## src/rtl/legv8_pkg.sv

```systemverilog
// Shared LEGv8 immediate-field definitions: format encodings, per-format
// field width and position, and the field mask used to splice an immediate
// into an instruction template.
package legv8_pkg;

  typedef enum logic [1:0] {
    FMT_D  = 2'd0,
    FMT_I  = 2'd1,
    FMT_CB = 2'd2,
    FMT_B  = 2'd3
  } fmt_e;

  localparam int D_W    = 9;
  localparam int D_LSB  = 12;
  localparam int I_W    = 12;
  localparam int I_LSB  = 10;
  localparam int CB_W   = 19;
  localparam int CB_LSB = 5;
  localparam int B_W    = 26;
  localparam int B_LSB  = 0;

  // Widest field; the field bus between stages is this wide.
  localparam int FIELD_W = B_W;

  function automatic logic [4:0] field_width(input fmt_e fmt);
    case (fmt)
      FMT_D:   return 5'(D_W);
      FMT_I:   return 5'(I_W);
      FMT_CB:  return 5'(CB_W);
      default: return 5'(B_W);
    endcase
  endfunction

  function automatic logic [4:0] field_lsb(input fmt_e fmt);
    case (fmt)
      FMT_D:   return 5'(D_LSB);
      FMT_I:   return 5'(I_LSB);
      FMT_CB:  return 5'(CB_LSB);
      default: return 5'(B_LSB);
    endcase
  endfunction

  // Ones over the immediate field of the given format, in instruction position.
  function automatic logic [31:0] field_mask(input fmt_e fmt);
    logic [31:0] ones;
    ones = (32'd1 << field_width(fmt)) - 32'd1;
    return ones << field_lsb(fmt);
  endfunction

endpackage

```

## src/rtl/imm_range_check.sv

```systemverilog
// Combinational range check and narrowing of a 64-bit immediate to the
// immediate field of a LEGv8 format. Signed formats require all bits above
// the field's sign bit to match it; the I format requires the upper 52 bits
// to be zero. With IMM_ENC_SATURATE_EN defined, an out-of-range value is
// clamped to the nearest representable field value instead of truncated.
module imm_range_check
  import legv8_pkg::*;
(
  input  logic [63:0]        value,
  input  logic [1:0]         fmt,
  output logic               range_ok,
  output logic [FIELD_W-1:0] field
);

  // Per-format fit test, low-bit extraction and optional clamp
  always_comb begin
    range_ok = 1'b1;
    field    = '0;
    case (fmt_e'(fmt))
      FMT_D: begin
        range_ok = (&value[63:8]) | ~(|value[63:8]);
        field    = {17'd0, value[8:0]};
`ifdef IMM_ENC_SATURATE_EN
        if (!range_ok) field = value[63] ? 26'h000_0100 : 26'h000_00FF;
`endif
      end
      FMT_I: begin
        range_ok = ~(|value[63:12]);
        field    = {14'd0, value[11:0]};
`ifdef IMM_ENC_SATURATE_EN
        if (!range_ok) field = value[63] ? 26'h000_0000 : 26'h000_0FFF;
`endif
      end
      FMT_CB: begin
        range_ok = (&value[63:18]) | ~(|value[63:18]);
        field    = {7'd0, value[18:0]};
`ifdef IMM_ENC_SATURATE_EN
        if (!range_ok) field = value[63] ? 26'h004_0000 : 26'h003_FFFF;
`endif
      end
      default: begin
        range_ok = (&value[63:25]) | ~(|value[63:25]);
        field    = value[25:0];
`ifdef IMM_ENC_SATURATE_EN
        if (!range_ok) field = value[63] ? 26'h200_0000 : 26'h1FF_FFFF;
`endif
      end
    endcase
  end

endmodule

```

## src/rtl/imm_field_encoder.sv

```systemverilog
// Two-stage valid/ready encoder that range-checks a 64-bit immediate,
// narrows it to the immediate field of a LEGv8 format and splices it into
// an instruction template. Counts range errors as they leave the block.
// Optional build macro: IMM_ENC_SATURATE_EN (clamp instead of truncate).
module imm_field_encoder
  import legv8_pkg::*;
#(
  parameter int ERR_CNT_W = 16
) (
  input  logic                 clk,
  input  logic                 reset_n,
  input  logic                 in_valid,
  output logic                 in_ready,
  input  logic [1:0]           in_fmt,
  input  logic [31:0]          in_template,
  input  logic [63:0]          in_value,
  output logic                 out_valid,
  input  logic                 out_ready,
  output logic [31:0]          out_instr,
  output logic                 out_range_err,
  output logic [ERR_CNT_W-1:0] err_count
);

  logic               range_ok_p0;
  logic [FIELD_W-1:0] field_p0;

  logic               vld_p1;
  logic [1:0]         fmt_p1;
  logic [31:0]        template_p1;
  logic               range_ok_p1;
  logic [FIELD_W-1:0] field_p1;

  logic [31:0]        mask_p1;
  logic [31:0]        instr_p1;

  logic               vld_p2;
  logic [31:0]        instr_p2;
  logic               err_p2;
  logic [ERR_CNT_W-1:0] err_cnt;

  logic adv_p2;
  logic adv_p1;

  // No skid buffer: a full S1 frees up only when S2 can take its beat.
  assign adv_p2   = ~vld_p2 | out_ready;
  assign adv_p1   = adv_p2 | ~vld_p1;
  assign in_ready = adv_p1;

  // ---- stage 0 -> 1: range check on the incoming value
  imm_range_check u_range_check (
    .value    (in_value),
    .fmt      (in_fmt),
    .range_ok (range_ok_p0),
    .field    (field_p0)
  );

  // S1 occupancy
  always_ff @(posedge clk or negedge reset_n) begin
    if (!reset_n) begin
      vld_p1 <= 1'b0;
    end else if (adv_p1) begin
      vld_p1 <= in_valid;
    end
  end

  // S1 payload, loaded on input acceptance
  always_ff @(posedge clk) begin
    if (in_valid && adv_p1) begin
      fmt_p1      <= in_fmt;
      template_p1 <= in_template;
      range_ok_p1 <= range_ok_p0;
      field_p1    <= field_p0;
    end
  end

  // ---- stage 1 -> 2: splice the field into the template
  assign mask_p1  = field_mask(fmt_e'(fmt_p1));
  assign instr_p1 = (template_p1 & ~mask_p1) |
                    (({6'd0, field_p1} << field_lsb(fmt_e'(fmt_p1))) & mask_p1);

  // S2 occupancy and output payload; payload holds while stalled
  always_ff @(posedge clk or negedge reset_n) begin
    if (!reset_n) begin
      vld_p2   <= 1'b0;
      instr_p2 <= '0;
      err_p2   <= 1'b0;
    end else if (adv_p2) begin
      vld_p2 <= vld_p1;
      if (vld_p1) begin
        instr_p2 <= instr_p1;
        err_p2   <= ~range_ok_p1;
      end
    end
  end

  // Saturating count of erroneous beats leaving the block
  always_ff @(posedge clk or negedge reset_n) begin
    if (!reset_n) begin
      err_cnt <= '0;
    end else if (vld_p2 && out_ready && err_p2 && !(&err_cnt)) begin
      err_cnt <= err_cnt + ERR_CNT_W'(1);
    end
  end

  assign out_valid     = vld_p2;
  assign out_instr     = instr_p2;
  assign out_range_err = err_p2;
  assign err_count     = err_cnt;

endmodule

```

## config.mk

```make
export PLATFORM = sky130hd
export DESIGN_NAME = imm_field_encoder
export DESIGN_NICKNAME = d
export VERILOG_FILES = /design/src/rtl/legv8_pkg.sv /design/src/rtl/imm_range_check.sv /design/src/rtl/imm_field_encoder.sv
export SDC_FILE = /design/constraint.sdc
export NUM_CORES = 1
export LEC_CHECK = 0
export CORE_MARGIN = 2
export CORE_UTILIZATION = 40
export CTS_CLUSTER_DIAMETER = 200
export CTS_CLUSTER_SIZE = 24
export DETAILED_ROUTE_END_ITERATION = 10
export HOLD_SLACK_MARGIN = 0.03
export PLACE_DENSITY_LB_ADDON = 0.1
export SLEW_MARGIN = 25
export SYNTH_ARGS = -nofsm -noshare
export SYNTH_HDL_FRONTEND = slang
export SYNTH_SLANG_ARGS = --single-unit
```

## constraint.sdc

```tcl
create_clock -name clk -period 3.3 [get_ports clk]
set_input_delay 0.66 -clock clk [delete_from_list [all_inputs] [get_ports clk]]
set_output_delay 0.66 -clock clk [all_outputs]
set_load 0.05 [all_outputs]
```

==> report_table.html <==
<table>
<tr><th>Metric</th><th>Value</th></tr>
<tr><th colspan="2">Worst hold path</th></tr>
<tr><td>Hold/Removal Path Class</td><td>in -&gt; async</td></tr>
<tr><th colspan="2">Clocking</th></tr>
<tr><td>Clock latency of the later-clocked register in the worst-skew pair</td><td>0.33 ns</td></tr>
<tr><td>CTS H-tree lvls</td><td>3</td></tr>
<tr><td>CTS sink cnt</td><td>103</td></tr>
<tr><td>CTS tree</td><td>built</td></tr>
<tr><td>Count of buffers added by post-CTS timing repair for setup</td><td>0</td></tr>
<tr><td>Clock transition time at the flip-flop clock pins of the worst setup and hold paths</td><td>0.07 ns</td></tr>
<tr><td>Post-CTS resize count</td><td>0</td></tr>
<tr><td>Count of hold-fix buffers inserted at cts</td><td>0</td></tr>
<tr><td>Number of buffers between clock root and the deepest sink</td><td>2</td></tr>
<tr><td>Number of clock buffers inserted by TritonCTS</td><td>9</td></tr>
<tr><td>Root buffer selected by CTS</td><td>clkbuf_16</td></tr>
<tr><th colspan="2">Worst setup path</th></tr>
<tr><td>Crit Path Category</td><td>in -&gt; out</td></tr>
<tr><td>Crit-path max FO</td><td>3</td></tr>
<tr><td>Required @ worst endpoint</td><td>2.64 ns</td></tr>
<tr><td>Critical path data arrival time</td><td>2.15 ns</td></tr>
<tr><td>Nature of the critical path endpoint</td><td>primary output</td></tr>
<tr><td>Kind of launch point of the worst setup path</td><td>primary input</td></tr>
<tr><th colspan="2">Synth</th></tr>
<tr><td>Parity-gate share of the synthesized area counting xor and xnor cells</td><td>2.69%</td></tr>
<tr><td>Largest area contributor in the synthesized netlist</td><td>edfxtp_1</td></tr>
<tr><td>Synth area leaders</td><td>edfxtp_1 34%, dfrtp_1 28%, mux4_2 5.9%, mux2_2 4.9%, mux2i_1 2.6%</td></tr>
<tr><td>Share of the synthesized area in compound gates (AO/OA/AOI/OAI)</td><td>4.34%</td></tr>
<tr><td>Avg Inst Size Synth</td><td>13.7 sq um</td></tr>
<tr><td>Number of flops mapped to enable cells by yosys</td><td>52</td></tr>
<tr><td>Share of synthesized registers carrying an async set or reset</td><td>49.5%</td></tr>
<tr><td>Cell variety after synth</td><td>43</td></tr>
<tr><td>Mapped cell area</td><td>0.00455 sq mm</td></tr>
<tr><td>Register bit total from synthesis</td><td>103</td></tr>
<tr><td>Share of Yosys cell area claimed by the top area cell type</td><td>34.3%</td></tr>
<tr><td>Synthesized instance count</td><td>332</td></tr>
<tr><td>Synth Flop Type</td><td>edfxtp_1</td></tr>
<tr><td>Synth Area in Adders</td><td>0.275%</td></tr>
<tr><td>Yosys warning total</td><td>0</td></tr>
<tr><td>Mux share of post-synthesis cell area</td><td>13.5%</td></tr>
<tr><td>Synth Net Count</td><td>435</td></tr>
<tr><td>Dominant combinational cell family by area after synthesis</td><td>simple AND/OR/NAND/NOR gates</td></tr>
<tr><td>Synthesized-area fraction occupied by and/or/nand/nor cells</td><td>15.1%</td></tr>
<tr><td>Sequential share of the synthesized area</td><td>62.3%</td></tr>
<tr><th colspan="2">Route</th></tr>
<tr><td>Via-to-Cell Ratio</td><td>5.32</td></tr>
<tr><td>Overall routed net length</td><td>10.4 mm</td></tr>
<tr><td>Number of nets with antenna violations after detailed routing</td><td>0</td></tr>
<tr><td>DR vias</td><td>3322</td></tr>
<tr><td>Routed length per instance</td><td>16.7 um</td></tr>
<tr><td>Count of routing violations after the opening detailed-route iteration</td><td>193</td></tr>
<tr><td>Post-route DRC</td><td>0</td></tr>
<tr><td>DRT Pass-1 Iters</td><td>4</td></tr>
<tr><th colspan="2">Floorplan</th></tr>
<tr><td>Width of the chip</td><td>111 um</td></tr>
<tr><td>Starting density of the core</td><td>41.4%</td></tr>
<tr><td>Core outline area</td><td>0.0110 sq mm</td></tr>
<tr><td>Number of ports placed on the die boundary</td><td>153</td></tr>
<tr><td>Chip height</td><td>111 um</td></tr>
<tr><td>Placement row count</td><td>38</td></tr>
<tr><td>Die ar.</td><td>0.0122 sq mm</td></tr>
<tr><th colspan="2">Finish</th></tr>
<tr><td>Antenna cells</td><td>0</td></tr>
<tr><td>Final cell area excluding filler cells</td><td>0.00646 sq mm</td></tr>
<tr><td>Layout Utilization</td><td>58.8%</td></tr>
<tr><td>Total number of nets in the final design</td><td>582</td></tr>
<tr><td>Layout cell share with drive strength beyond 1</td><td>13.0%</td></tr>
<tr><td>Post-synthesis to final-layout area growth</td><td>41.8%</td></tr>
<tr><th colspan="2">Power</th></tr>
<tr><td>Switching power total</td><td>1170 uW</td></tr>
<tr><td>Part of the total power dissipated in the clock network</td><td>28.1%</td></tr>
<tr><td>P per Cell Area</td><td>575 mW/mm^2</td></tr>
<tr><td>Max VDD drop</td><td>0.000318 V</td></tr>
<tr><td>Combinational power share</td><td>28.1%</td></tr>
<tr><td>Internal Power</td><td>2550 uW</td></tr>
<tr><td>Fraction of power consumed by sequential logic</td><td>43.8%</td></tr>
<tr><td>Static power due to leakage</td><td>0.00251 uW</td></tr>
<tr><td>Sw frac</td><td>31.4%</td></tr>
<tr><th colspan="2">Timing</th></tr>
<tr><td>Finish-stage setup viols</td><td>0</td></tr>
<tr><td>Share of the clock period used by the worst path</td><td>85.1%</td></tr>
<tr><td>Relative slew margins</td><td>38.5%</td></tr>
<tr><td>Sum of negative setup slack</td><td>0 ns</td></tr>
<tr><td>Unrepaired setup endpoints after global routing</td><td>no</td></tr>
<tr><td>Highest Clock Rate</td><td>356 MHz</td></tr>
<tr><td>Transition time at the pin with the least slew margin</td><td>0.922 ns</td></tr>
<tr><td>Worst Clk Skew</td><td>0.00775 ns</td></tr>
<tr><td>Post-layout minimum cycle time</td><td>2.81 ns</td></tr>
<tr><td>Number of max-slew violations in the final report</td><td>0</td></tr>
<tr><td>Final Hold Viols</td><td>0</td></tr>
<tr><th colspan="2">Global route</th></tr>
<tr><td>Vias in the first global route</td><td>3433</td></tr>
<tr><td>Antenna violations before repair</td><td>0</td></tr>
<tr><td>Residual overflow from global routing</td><td>0</td></tr>
<tr><td>Wire length of the first global-routing pass</td><td>16.9 mm</td></tr>
<tr><td>Pin count of the biggest net entering global routing</td><td>53</td></tr>
<tr><td>Total Routing Usage GR</td><td>17.4%</td></tr>
<tr><th colspan="2">Placed design</th></tr>
<tr><td>Placed Area</td><td>0.00616 sq mm</td></tr>
<tr><td>Buffers added on ports</td><td>143</td></tr>
<tr><td>HPWL Detailed</td><td>7.94 mm</td></tr>
<tr><td>GP Congestion</td><td>0.889</td></tr>
<tr><th colspan="2">Status</th></tr>
<tr><td>Result of the run</td><td>finished, final reports clean</td></tr>
<tr><th colspan="2">Job</th></tr>
<tr><td>Max-Cap Viols</td><td>0</td></tr>
</table>
## power by group through the flow
stage	Combinational (uW)	Sequential [uW]	Clock (uW)
final	1040	1620	1040
after detailed placement	1050	1660	0
after CTS	1060	1630	1070
after global routing	1100	1650	1120
after floorplan	232	2020	0
after global placement	1040	1650	0
## flip-flops by register name, summed over array words and instances (netlist names)
| name | count |
|---|---|
| out_instr | 32 |
| field_p1 | 26 |
| template_p1 | 23 |
| err_count | 16 |
| fmt_p1 | 2 |
| out_range_err | 1 |
| out_valid | 1 |
| range_ok_p1 | 1 |
| vld_p1 | 1 |
## cell usage after synthesis, types with 8 or more instances
cell type / count
clkbuf_1: 8
and2_1: 8
and3_1: 8
o21ai_0: 24
mux2i_1: 12
mux4_2: 12
mux2_2: 20
nand4_1: 17
dfrtp_1: 51
nand3_1: 9
edfxtp_1: 52
xor2_1: 13
nand2_1: 27
nor4_1: 18
## metrics by stage
stage          setup slack [ns]  hold slack (ns)  power [uW]  std cells
2_1_floorplan             0.436            0.364        2250        332
3_3_place_gp              0.535            0.432        2690        608
3_5_place_dp              0.487            0.440        2710        608
4_1_cts                   0.481            0.345        3760        624
5_1_grt                   0.429            0.374        3870        624
6_report                  0.491            0.335        3710        624
## area by class of cell
type	instances	area, sq um
multi-input combinational	212	1640
sequential	103	2840
clock inverter	5	55.1
inverter	2	7.51
fill	924	4530
tap	140	175
timing repair buffer	151	1500
clock buffer	11	243
## layer usage
| layer | vias up | GRT usage (%) | wire length [um] |
|---|---|---|---|
| li1 | 1570 | - | - |
| met1 | 1605 | 21.4 | 4290 |
| met2 | 127 | 29.7 | 5170 |
| met3 | 20 | 4.05 | 685 |
| met4 | 0 | 7.25 | 273 |
| met5 | - | 0 | 0 |
## path summary, 6_finish.rpt
kind                            slack (ns)                   endpoint  cells past startpoint             startpoint
worst min-delay path                  0.33  err_count[15]$_DFFE_PN0P_                      1                reset_n
worst max register to register        1.34  out_instr[17]$_DFFE_PN0P_                      2    fmt_p1[0]$_DFFE_PP_
worst min register to register        0.45  out_range_err$_DFFE_PN0P_                      1  range_ok_p1$_DFFE_PP_
worst max-delay path                  0.49                   in_ready                      3              out_ready
min in group clk                      0.45  out_range_err$_DFFE_PN0P_                      1  range_ok_p1$_DFFE_PP_
max in group asynchronous             2.26   out_instr[3]$_DFFE_PN0P_                      2                reset_n
## kinds of logic after synthesis
group / Yosys count
buf+inv: 17
compound gates: 34
xor+xnor: 14
simple gates: 119
mux: 44
flops: 103
fa+ha+maj: 1
## cell usage in the layout, fill, tap and decap left out, drive strengths merged
master,n
nor2b,3
nor4,19
mux2,20
nand4b,1
clkbuf,11
xnor2,1
a41oi,1
clkdlybuf4s50,142
buf,9
nand3b,1
nor3b,2
and4,1
o211ai,4
ha,1
nand3,9
a31oi,1
clkinv,2
nor4b,2
or3,2
inv,4
and3,8
mux2i,12
o21ai,24
nor3,7
o41ai,1
xor2,13
or2,1
nand4,18
mux4,12
dfrtp,51
nand2b,3
o32ai,1
and2,8
a22oi,1
edfxtp,52
o21bai,1
bufinv,1
nor2,6
nand2,28
## critical path: stages
cell and delay, ns:
clkdlybuf4s50_1 0.50, nand3b_1 0.17, clkdlybuf4s50_1 0.82
Power figures use the tool's default switching activity.
